<file path="config.mk">
export PLATFORM = sky130hd
export DESIGN_NAME = morse_symbol_decoder
export DESIGN_NICKNAME = d
export VERILOG_FILES = /design/src/rtl/morse_symbol_decoder.sv
export SDC_FILE = /design/constraint.sdc
export NUM_CORES = 1
export LEC_CHECK = 0
export ABC_AREA = 1
export CORE_ASPECT_RATIO = 0.9
export CORE_MARGIN = 3
export CORE_UTILIZATION = 30
export CTS_CLUSTER_DIAMETER = 80
export DETAILED_ROUTE_END_ITERATION = 10
export GPL_TIMING_DRIVEN = 0
export PLACE_DENSITY = 0.57
export SYNTH_ARGS = -nofsm -noshare
export SYNTH_HDL_FRONTEND = slang
export SYNTH_SLANG_ARGS = --single-unit
</file>
<file path="constraint.sdc">
create_clock -name clk -period 4.3 [get_ports clk]
set_clock_uncertainty 0.2 [all_clocks]
set_input_delay 0.86 -clock clk [delete_from_list [all_inputs] [get_ports clk]]
set_output_delay 0.86 -clock clk [all_outputs]
set_load 0.02 [all_outputs]
</file>
<file path="src/rtl/morse_symbol_decoder.sv">
// Receive-side Morse decoder: measures mark/gap run lengths in sample strobes,
// classifies them into symbol codes and buffers the codes in a small FIFO.
module morse_symbol_decoder #(
  parameter int UNIT_SAMPLES = 1,
  parameter int CNT_W        = 8,
  parameter int HIST_W       = 8,
  parameter int FIFO_DEPTH   = 4
) (
  input  logic              clk,
  input  logic              rst_n,
  input  logic              serial_data,
  input  logic              sample,
  output logic [2:0]        sym_code,
  output logic              sym_valid,
  input  logic              sym_ready,
  output logic              overflow,
  input  logic              ovf_clear,
  output logic [HIST_W-1:0] receive_history
);

  localparam int PTR_W = (FIFO_DEPTH > 1) ? $clog2(FIFO_DEPTH) : 1;

  localparam logic [2:0] SYM_DOT   = 3'd0;
  localparam logic [2:0] SYM_DASH  = 3'd1;
  localparam logic [2:0] SYM_CHAR  = 3'd2;
  localparam logic [2:0] SYM_SPACE = 3'd3;
  localparam logic [2:0] SYM_ETX   = 3'd4;
  localparam logic [2:0] SYM_ERR   = 3'd5;

  localparam logic [CNT_W:0]   UNIT_V  = (CNT_W+1)'(UNIT_SAMPLES);
  localparam logic [CNT_W:0]   HALF_V  = (CNT_W+1)'(UNIT_SAMPLES / 2);
  localparam logic [CNT_W:0]   USAT_V  = (CNT_W+1)'(4);
  localparam logic [CNT_W-1:0] LEN_ONE = CNT_W'(1);
  localparam logic [PTR_W:0]   DEPTH_V = (PTR_W+1)'(FIFO_DEPTH);

  typedef enum logic [1:0] {IDLE, MARK, GAP} state_t;

  state_t            state, state_nxt;
  logic [CNT_W-1:0]  run_len, run_len_nxt;
  logic              push;
  logic [2:0]        push_code;

  logic [2:0]        mem [FIFO_DEPTH];
  logic [PTR_W-1:0]  wr_ptr, rd_ptr;
  logic [PTR_W:0]    count;
  logic              full, pop, wr_en, drop;

  function automatic logic [CNT_W-1:0] sat_inc(input logic [CNT_W-1:0] v);
    return (v == {CNT_W{1'b1}}) ? v : v + 1'b1;
  endfunction

  // Rounded unit count, clamped to 4 since nothing above 4 is distinguished.
  function automatic logic [2:0] units(input logic [CNT_W-1:0] len);
    logic [CNT_W:0] q;
    q = ({1'b0, len} + HALF_V) / UNIT_V;
    return (q > USAT_V) ? 3'd4 : q[2:0];
  endfunction

  always_ff @(posedge clk or negedge rst_n) begin
    if (!rst_n) begin
      state           <= IDLE;
      run_len         <= '0;
      receive_history <= '0;
    end else if (sample) begin
      state           <= state_nxt;
      run_len         <= run_len_nxt;
      receive_history <= {receive_history[HIST_W-2:0], serial_data};
    end
  end

  always_comb begin
    state_nxt   = state;
    run_len_nxt = run_len;
    push        = 1'b0;
    push_code   = SYM_DOT;
    if (sample) begin
      case (state)
        IDLE: begin
          if (serial_data) begin
            state_nxt   = MARK;
            run_len_nxt = LEN_ONE;
          end
        end
        MARK: begin
          if (serial_data) begin
            run_len_nxt = sat_inc(run_len);
          end else begin
            push = 1'b1;
            case (units(run_len))
              3'd1:    push_code = SYM_DOT;
              3'd2:    push_code = SYM_DASH;
              default: push_code = SYM_ERR;
            endcase
            state_nxt   = GAP;
            run_len_nxt = LEN_ONE;
          end
        end
        GAP: begin
          if (serial_data) begin
            state_nxt   = MARK;
            run_len_nxt = LEN_ONE;
            case (units(run_len))
              3'd1: push = 1'b0;
              3'd2: begin push = 1'b1; push_code = SYM_CHAR;  end
              3'd3: begin push = 1'b1; push_code = SYM_SPACE; end
              default: begin push = 1'b1; push_code = SYM_ERR; end
            endcase
          end else begin
            run_len_nxt = sat_inc(run_len);
            // A gap of four units ends the message and disarms the decoder.
            if (units(run_len_nxt) == 3'd4) begin
              push        = 1'b1;
              push_code   = SYM_ETX;
              state_nxt   = IDLE;
              run_len_nxt = '0;
            end
          end
        end
        default: begin
          state_nxt   = IDLE;
          run_len_nxt = '0;
        end
      endcase
    end
  end

  // Symbol FIFO
  assign full      = (count == DEPTH_V);
  assign sym_valid = (count != '0);
  assign pop       = sym_valid & sym_ready;
  assign wr_en     = push & (~full | pop);
  assign drop      = push & full & ~pop;
  assign sym_code  = sym_valid ? mem[rd_ptr] : SYM_DOT;

  always_ff @(posedge clk) begin
    if (wr_en) mem[wr_ptr] <= push_code;
  end

  always_ff @(posedge clk or negedge rst_n) begin
    if (!rst_n) begin
      wr_ptr   <= '0;
      rd_ptr   <= '0;
      count    <= '0;
      overflow <= 1'b0;
    end else begin
      if (wr_en) wr_ptr <= wr_ptr + 1'b1;
      if (pop)   rd_ptr <= rd_ptr + 1'b1;
      case ({wr_en, pop})
        2'b10:   count <= count + 1'b1;
        2'b01:   count <= count - 1'b1;
        default: count <= count;
      endcase
      if (drop)           overflow <= 1'b1;
      else if (ovf_clear) overflow <= 1'b0;
    end
  end

endmodule

</file>
==> results of run 1 <==
## per-stage QoR
stage | hold slack (ns) | setup slack [ns] | util | instance area (um^2)
after floorplan | 0.3289 | 1.827 | - | 2147
after global placement | 0.2569 | 1.101 | 0.3594 | 2430
after detailed placement | 0.2620 | 1.108 | 0.3594 | 2430
after CTS | 0.2815 | 1.272 | 0.3719 | 2515
after global routing | 0.3273 | 1.103 | 0.3760 | 2542
final | 0.2828 | 1.291 | 0.3760 | 2542
## cells in the final DEF, fill, tap and decap left out, types with 2 or more instances in the layout
cell type                         instances
sky130_fd_sc_hd__nand2_1                 39
sky130_fd_sc_hd__edfxtp_1                12
sky130_fd_sc_hd__nor2_2                   2
sky130_fd_sc_hd__a32oi_1                  2
sky130_fd_sc_hd__nand2_2                  5
sky130_fd_sc_hd__xor2_1                   4
sky130_fd_sc_hd__inv_1                   37
sky130_fd_sc_hd__inv_2                    4
sky130_fd_sc_hd__o21ai_0                 18
sky130_fd_sc_hd__o21ai_1                  2
sky130_fd_sc_hd__dfrtp_1                 26
sky130_fd_sc_hd__nand3_2                  5
sky130_fd_sc_hd__a21oi_1                  8
sky130_fd_sc_hd__nand2_4                  3
sky130_fd_sc_hd__clkbuf_8                 5
sky130_fd_sc_hd__clkdlybuf4s50_1         17
sky130_fd_sc_hd__o22ai_1                  8
sky130_fd_sc_hd__buf_4                    2
sky130_fd_sc_hd__ha_1                    10
sky130_fd_sc_hd__nor2_1                  35
sky130_fd_sc_hd__nand3_1                 15
## worst max-delay path, delay by kind of cell (launching register included)
family,cells,cell delay (ns)
compound gates,2,0.26
buf+inv,2,0.90
flops,1,0.33
simple gates,2,0.19
## kinds of logic after synthesis
kind of cell | synth area share
compound gates | 0.1084
xor+xnor | 0.02797
simple gates | 0.2424
buf+inv | 0.08274
flops | 0.4709
fa+ha+maj | 0.06760
## cell type report
type,count,area [um^2]
fill,679,4219
sequential,38,1011
multi-input combinational,166,958.4
timing repair buffer,18,197.7
inverter,41,153.9
tap,90,112.6
clock buffer,5,68.82
buffer,4,23.77
clock inverter,3,16.27
## flip-flops by register name (all words and copies together), names as in the netlist
name and flops:
count 3, rd_ptr 2, state 2, wr_ptr 2
run_len 8, overflow 1, mem 12, receive_history 8
## metal layers
layer	global-route usage	up-vias
met4	0.04325	0
met2	0.1761	37
met5	0	-
li1	-	852
met3	0.02344	4
met1	0.1528	764
## power breakdown
| group | total [uW] | leakage [uW] | switching (uW) | internal [uW] |
|---|---|---|---|---|
| registers | 501 | 0.000449 | 58.6 | 442 |
| logic | 575 | 0.000645 | 351 | 224 |
| clock network | 236 | 0.0000416 | 125 | 111 |
## worst max-delay path by stage
stage / start / endpoint / slack [ns]
4_1_cts: rd_ptr[0] / sym_code[2] / 1.27
2_1_floorplan: run_len[0] / count[2] / 1.83
3_5_place_dp: serial_data / run_len[4] / 1.11
5_1_grt: rd_ptr[0] / sym_code[1] / 1.10
6_report: rd_ptr[0] / sym_code[2] / 1.29
3_3_place_gp: serial_data / run_len[7] / 1.10
==> summary by stage, run 1 <==
Detailed routing
The detailed router used layers up to and including met4. The routed wire length on met3 is approximately 180 um. For this run, design rule violations remaining after detail routing come to 0. The number of nets still failing antenna checks after routing is 0. Before antenna repair, the detailed router went through 4 iterations.

The total met2 wirelength after detailed routing is 1942 um. The average wire per standard cell is 11.51 um. The final route contains 1657 vias. After detailed routing, the total wire length is 4202 um. The starting DRC count in detailed routing is 126. For this block, wires on met1 add up to 2023 um. Dividing the detail-routed via count by the number of cells gives 4.540.

Setup path
STA classifies the critical path startpoint as a register. The critical path in this run is classified as reg -> out. The data required time of the worst path is about 3.2 ns. The longest individual stage delay on the worst path is 0.62 ns.

The number of cells on the worst reg-to-reg path is 19. The endpoint class of the critical path is a primary output. Traced cell by cell, the critical path runs through clkbuf_1 -> nor2_1 -> nor2_1 -> o21ai_0 -> a21oi_1 -> clkdlybuf4s50_1. The worst-path maximum fanout is 9. The endpoint of the lowest-slack register-to-register path is count[2].

The arrival time at the worst endpoint is about 2.0 ns. Among all stages on the critical path, the largest delay is contributed by sky130_fd_sc_hd__clkdlybuf4s50_1. The startpoint identified for the worst register-to-register timing path is run_len[0].

The dominant cell type by count on the critical path is sky130_fd_sc_hd__nor2_1. For flop-to-flop paths, the worst setup slack is ~1.6 ns.

Finish
The final cell count without fillers is 365. In the final layout, the share of cells above drive strength 1 is 0.1273. Compared with the post-synthesis result, the final layout area differs by 18.42%.

The repair_antennas step left the layout with diodes totalling 0. The net total in the final layout is 291.

Synth
For this run, the register share of the synthesized area comes to 0.4709. Yosys instantiated no cell more often than sky130_fd_sc_hd__nand2_1. Ranked by instance count, the synthesized netlist is headed by 39 x sky130_fd_sc_hd__nand2_1, 37 x sky130_fd_sc_hd__inv_1, 35 x sky130_fd_sc_hd__nor2_1. The post-synthesis instance total is 249.

By area the synthesized netlist is led by sky130_fd_sc_hd__dfrtp_1 30%, sky130_fd_sc_hd__edfxtp_1 17%, sky130_fd_sc_hd__nand2_1 6.8%. The mean instance size in the synthesized netlist is 8.623 um^2. The cell area that synthesis handed to floorplanning was 2147 um^2. The number of synthesized flops with an enable pin is 12. The number of nets handed over by synthesis was 266.

The post-synthesis cell type count is 31. The share of synthesized area in the top cell type comes to 0.3030. The number of warnings issued by yosys is 0.

The top cell type by total area after synthesis is sky130_fd_sc_hd__dfrtp_1. The flip-flop and latch count after synthesis is 38. The leading register cell type out of synthesis is sky130_fd_sc_hd__dfrtp_1.

The share of async-settable or async-resettable flops after synthesis is 0.6842.

Place
The placer congestion estimate is 0.8433. Detailed placement ended at an HPWL of between 3000 and 4000 um. The number of placed instances, taps included, is between 300 and 400. Port buffering added 17 buffers.

Status
The run finished with clean final reports.

Clocking
The depth of the CTS H-tree is 2. TritonCTS created 5 clock buffers. The insertion delay to the later sink of the worst-skew pair is about 0.28 ns.

The buffers inserted during post-CTS setup optimization is 0. The clock sink count is 38. The TritonCTS clock tree is done. The cell at the root of the clock tree is sky130_fd_sc_hd__clkbuf_8. Post-CTS repair changed the size of 0 cells. The quantity of hold-fixing buffers added after cts is 0. The number of buffers on the longest clock path is 2. After clock tree synthesis, the clock-pin slew on the worst setup and hold paths is 0.07 ns.

GRT
The maximum number of pins on one net before global-route repair is 27. The first global-routing pass estimated 7203 um of wire. The number of global-route vias before repair was 1579. Across every metal layer, demand over resource in global routing totals 0.1126. The overall overflow remaining after global route is 0. The initial antenna violation count is 0.

Timing
The total of endpoints with negative setup slack in the final report is 0. The clock period minus final worst setup slack is 3.009 ns. The final setup TNS is 0 ns.

In this run the tightest slew margin relative to its limit is 0.5288. The hold violation total from the final report came to 0. The actual slew at the worst max-slew pin is 0.7003 ns. The maximum achievable frequency is 0.3323 GHz. The final max-slew violation count is 0. Setup repair after global routing left no endpoint under its margin. The final worst-path cycle share is 0.6998.

Power
The standby leakage power is 0.001136 uW. IR analysis of the VDD net gives a maximum drop of approximately 180 uV. In this run the power density over the cells is 516.0 nW/um^2. Total power for the finished layout comes to 1312 uW.

Floorplanning
The starting utilization of the core area is 0.3175. The overall die area is 8209 um^2. The die extent in y is between 80 and 90 um. The cell row count is 28. The number of top-level pins is 19. The core region is 6761 um^2. The die is 95.18 um wide.

Worst hold path
The worst min-delay path endpoint is receive_history[7]. The number of stages on the worst hold path is 2. The tightest min-delay check is of the reg -> reg type. The hold path startpoint is receive_history[7].

Job
Across the run, the number of max-cap violations was 0.
(Power assumes the default switching activity.)
==> inputs of run 2 (changes only) <==
==> constraint.sdc (replaced) <==
create_clock -name clk -period 3.1 [get_ports clk]
set_clock_uncertainty 0.2 [all_clocks]
set_input_delay 0.62 -clock clk [delete_from_list [all_inputs] [get_ports clk]]
set_output_delay 0.62 -clock clk [all_outputs]
set_load 0.02 [all_outputs]
==> results of run 2 <==
Same layout as run 1 (identical final DEF). Status: finished, final reports clean.
Among the figures that moved: setup slack after placement 1.108 ns -> 0.1481 ns; setup slack after layout 1.291 ns -> 0.3308 ns; register-to-register setup slack 1.60 ns -> 0.40 ns; total power 1312 uW -> 1820 uW; worst IR drop on VDD 176.6 uV -> 245.0 uV
==> inputs of run 3 (changes only) <==
--- a/config.mk
+++ b/config.mk
@@ -13,6 +13,7 @@
 export DETAILED_ROUTE_END_ITERATION = 10
 export GPL_TIMING_DRIVEN = 0
 export PLACE_DENSITY = 0.57
+export SKIP_CTS_REPAIR_TIMING = 1
 export SYNTH_ARGS = -nofsm -noshare
 export SYNTH_HDL_FRONTEND = slang
 export SYNTH_SLANG_ARGS = --single-unit
==> results of run 3 <==
Same layout as run 1 (identical final DEF). Status: finished, final reports clean.
Among the figures that moved: setup slack after placement 1.108 ns -> 0.1481 ns; setup slack after layout 1.291 ns -> 0.3308 ns; register-to-register setup slack 1.60 ns -> 0.40 ns; total power 1312 uW -> 1820 uW; worst IR drop on VDD 176.6 uV -> 245.0 uV
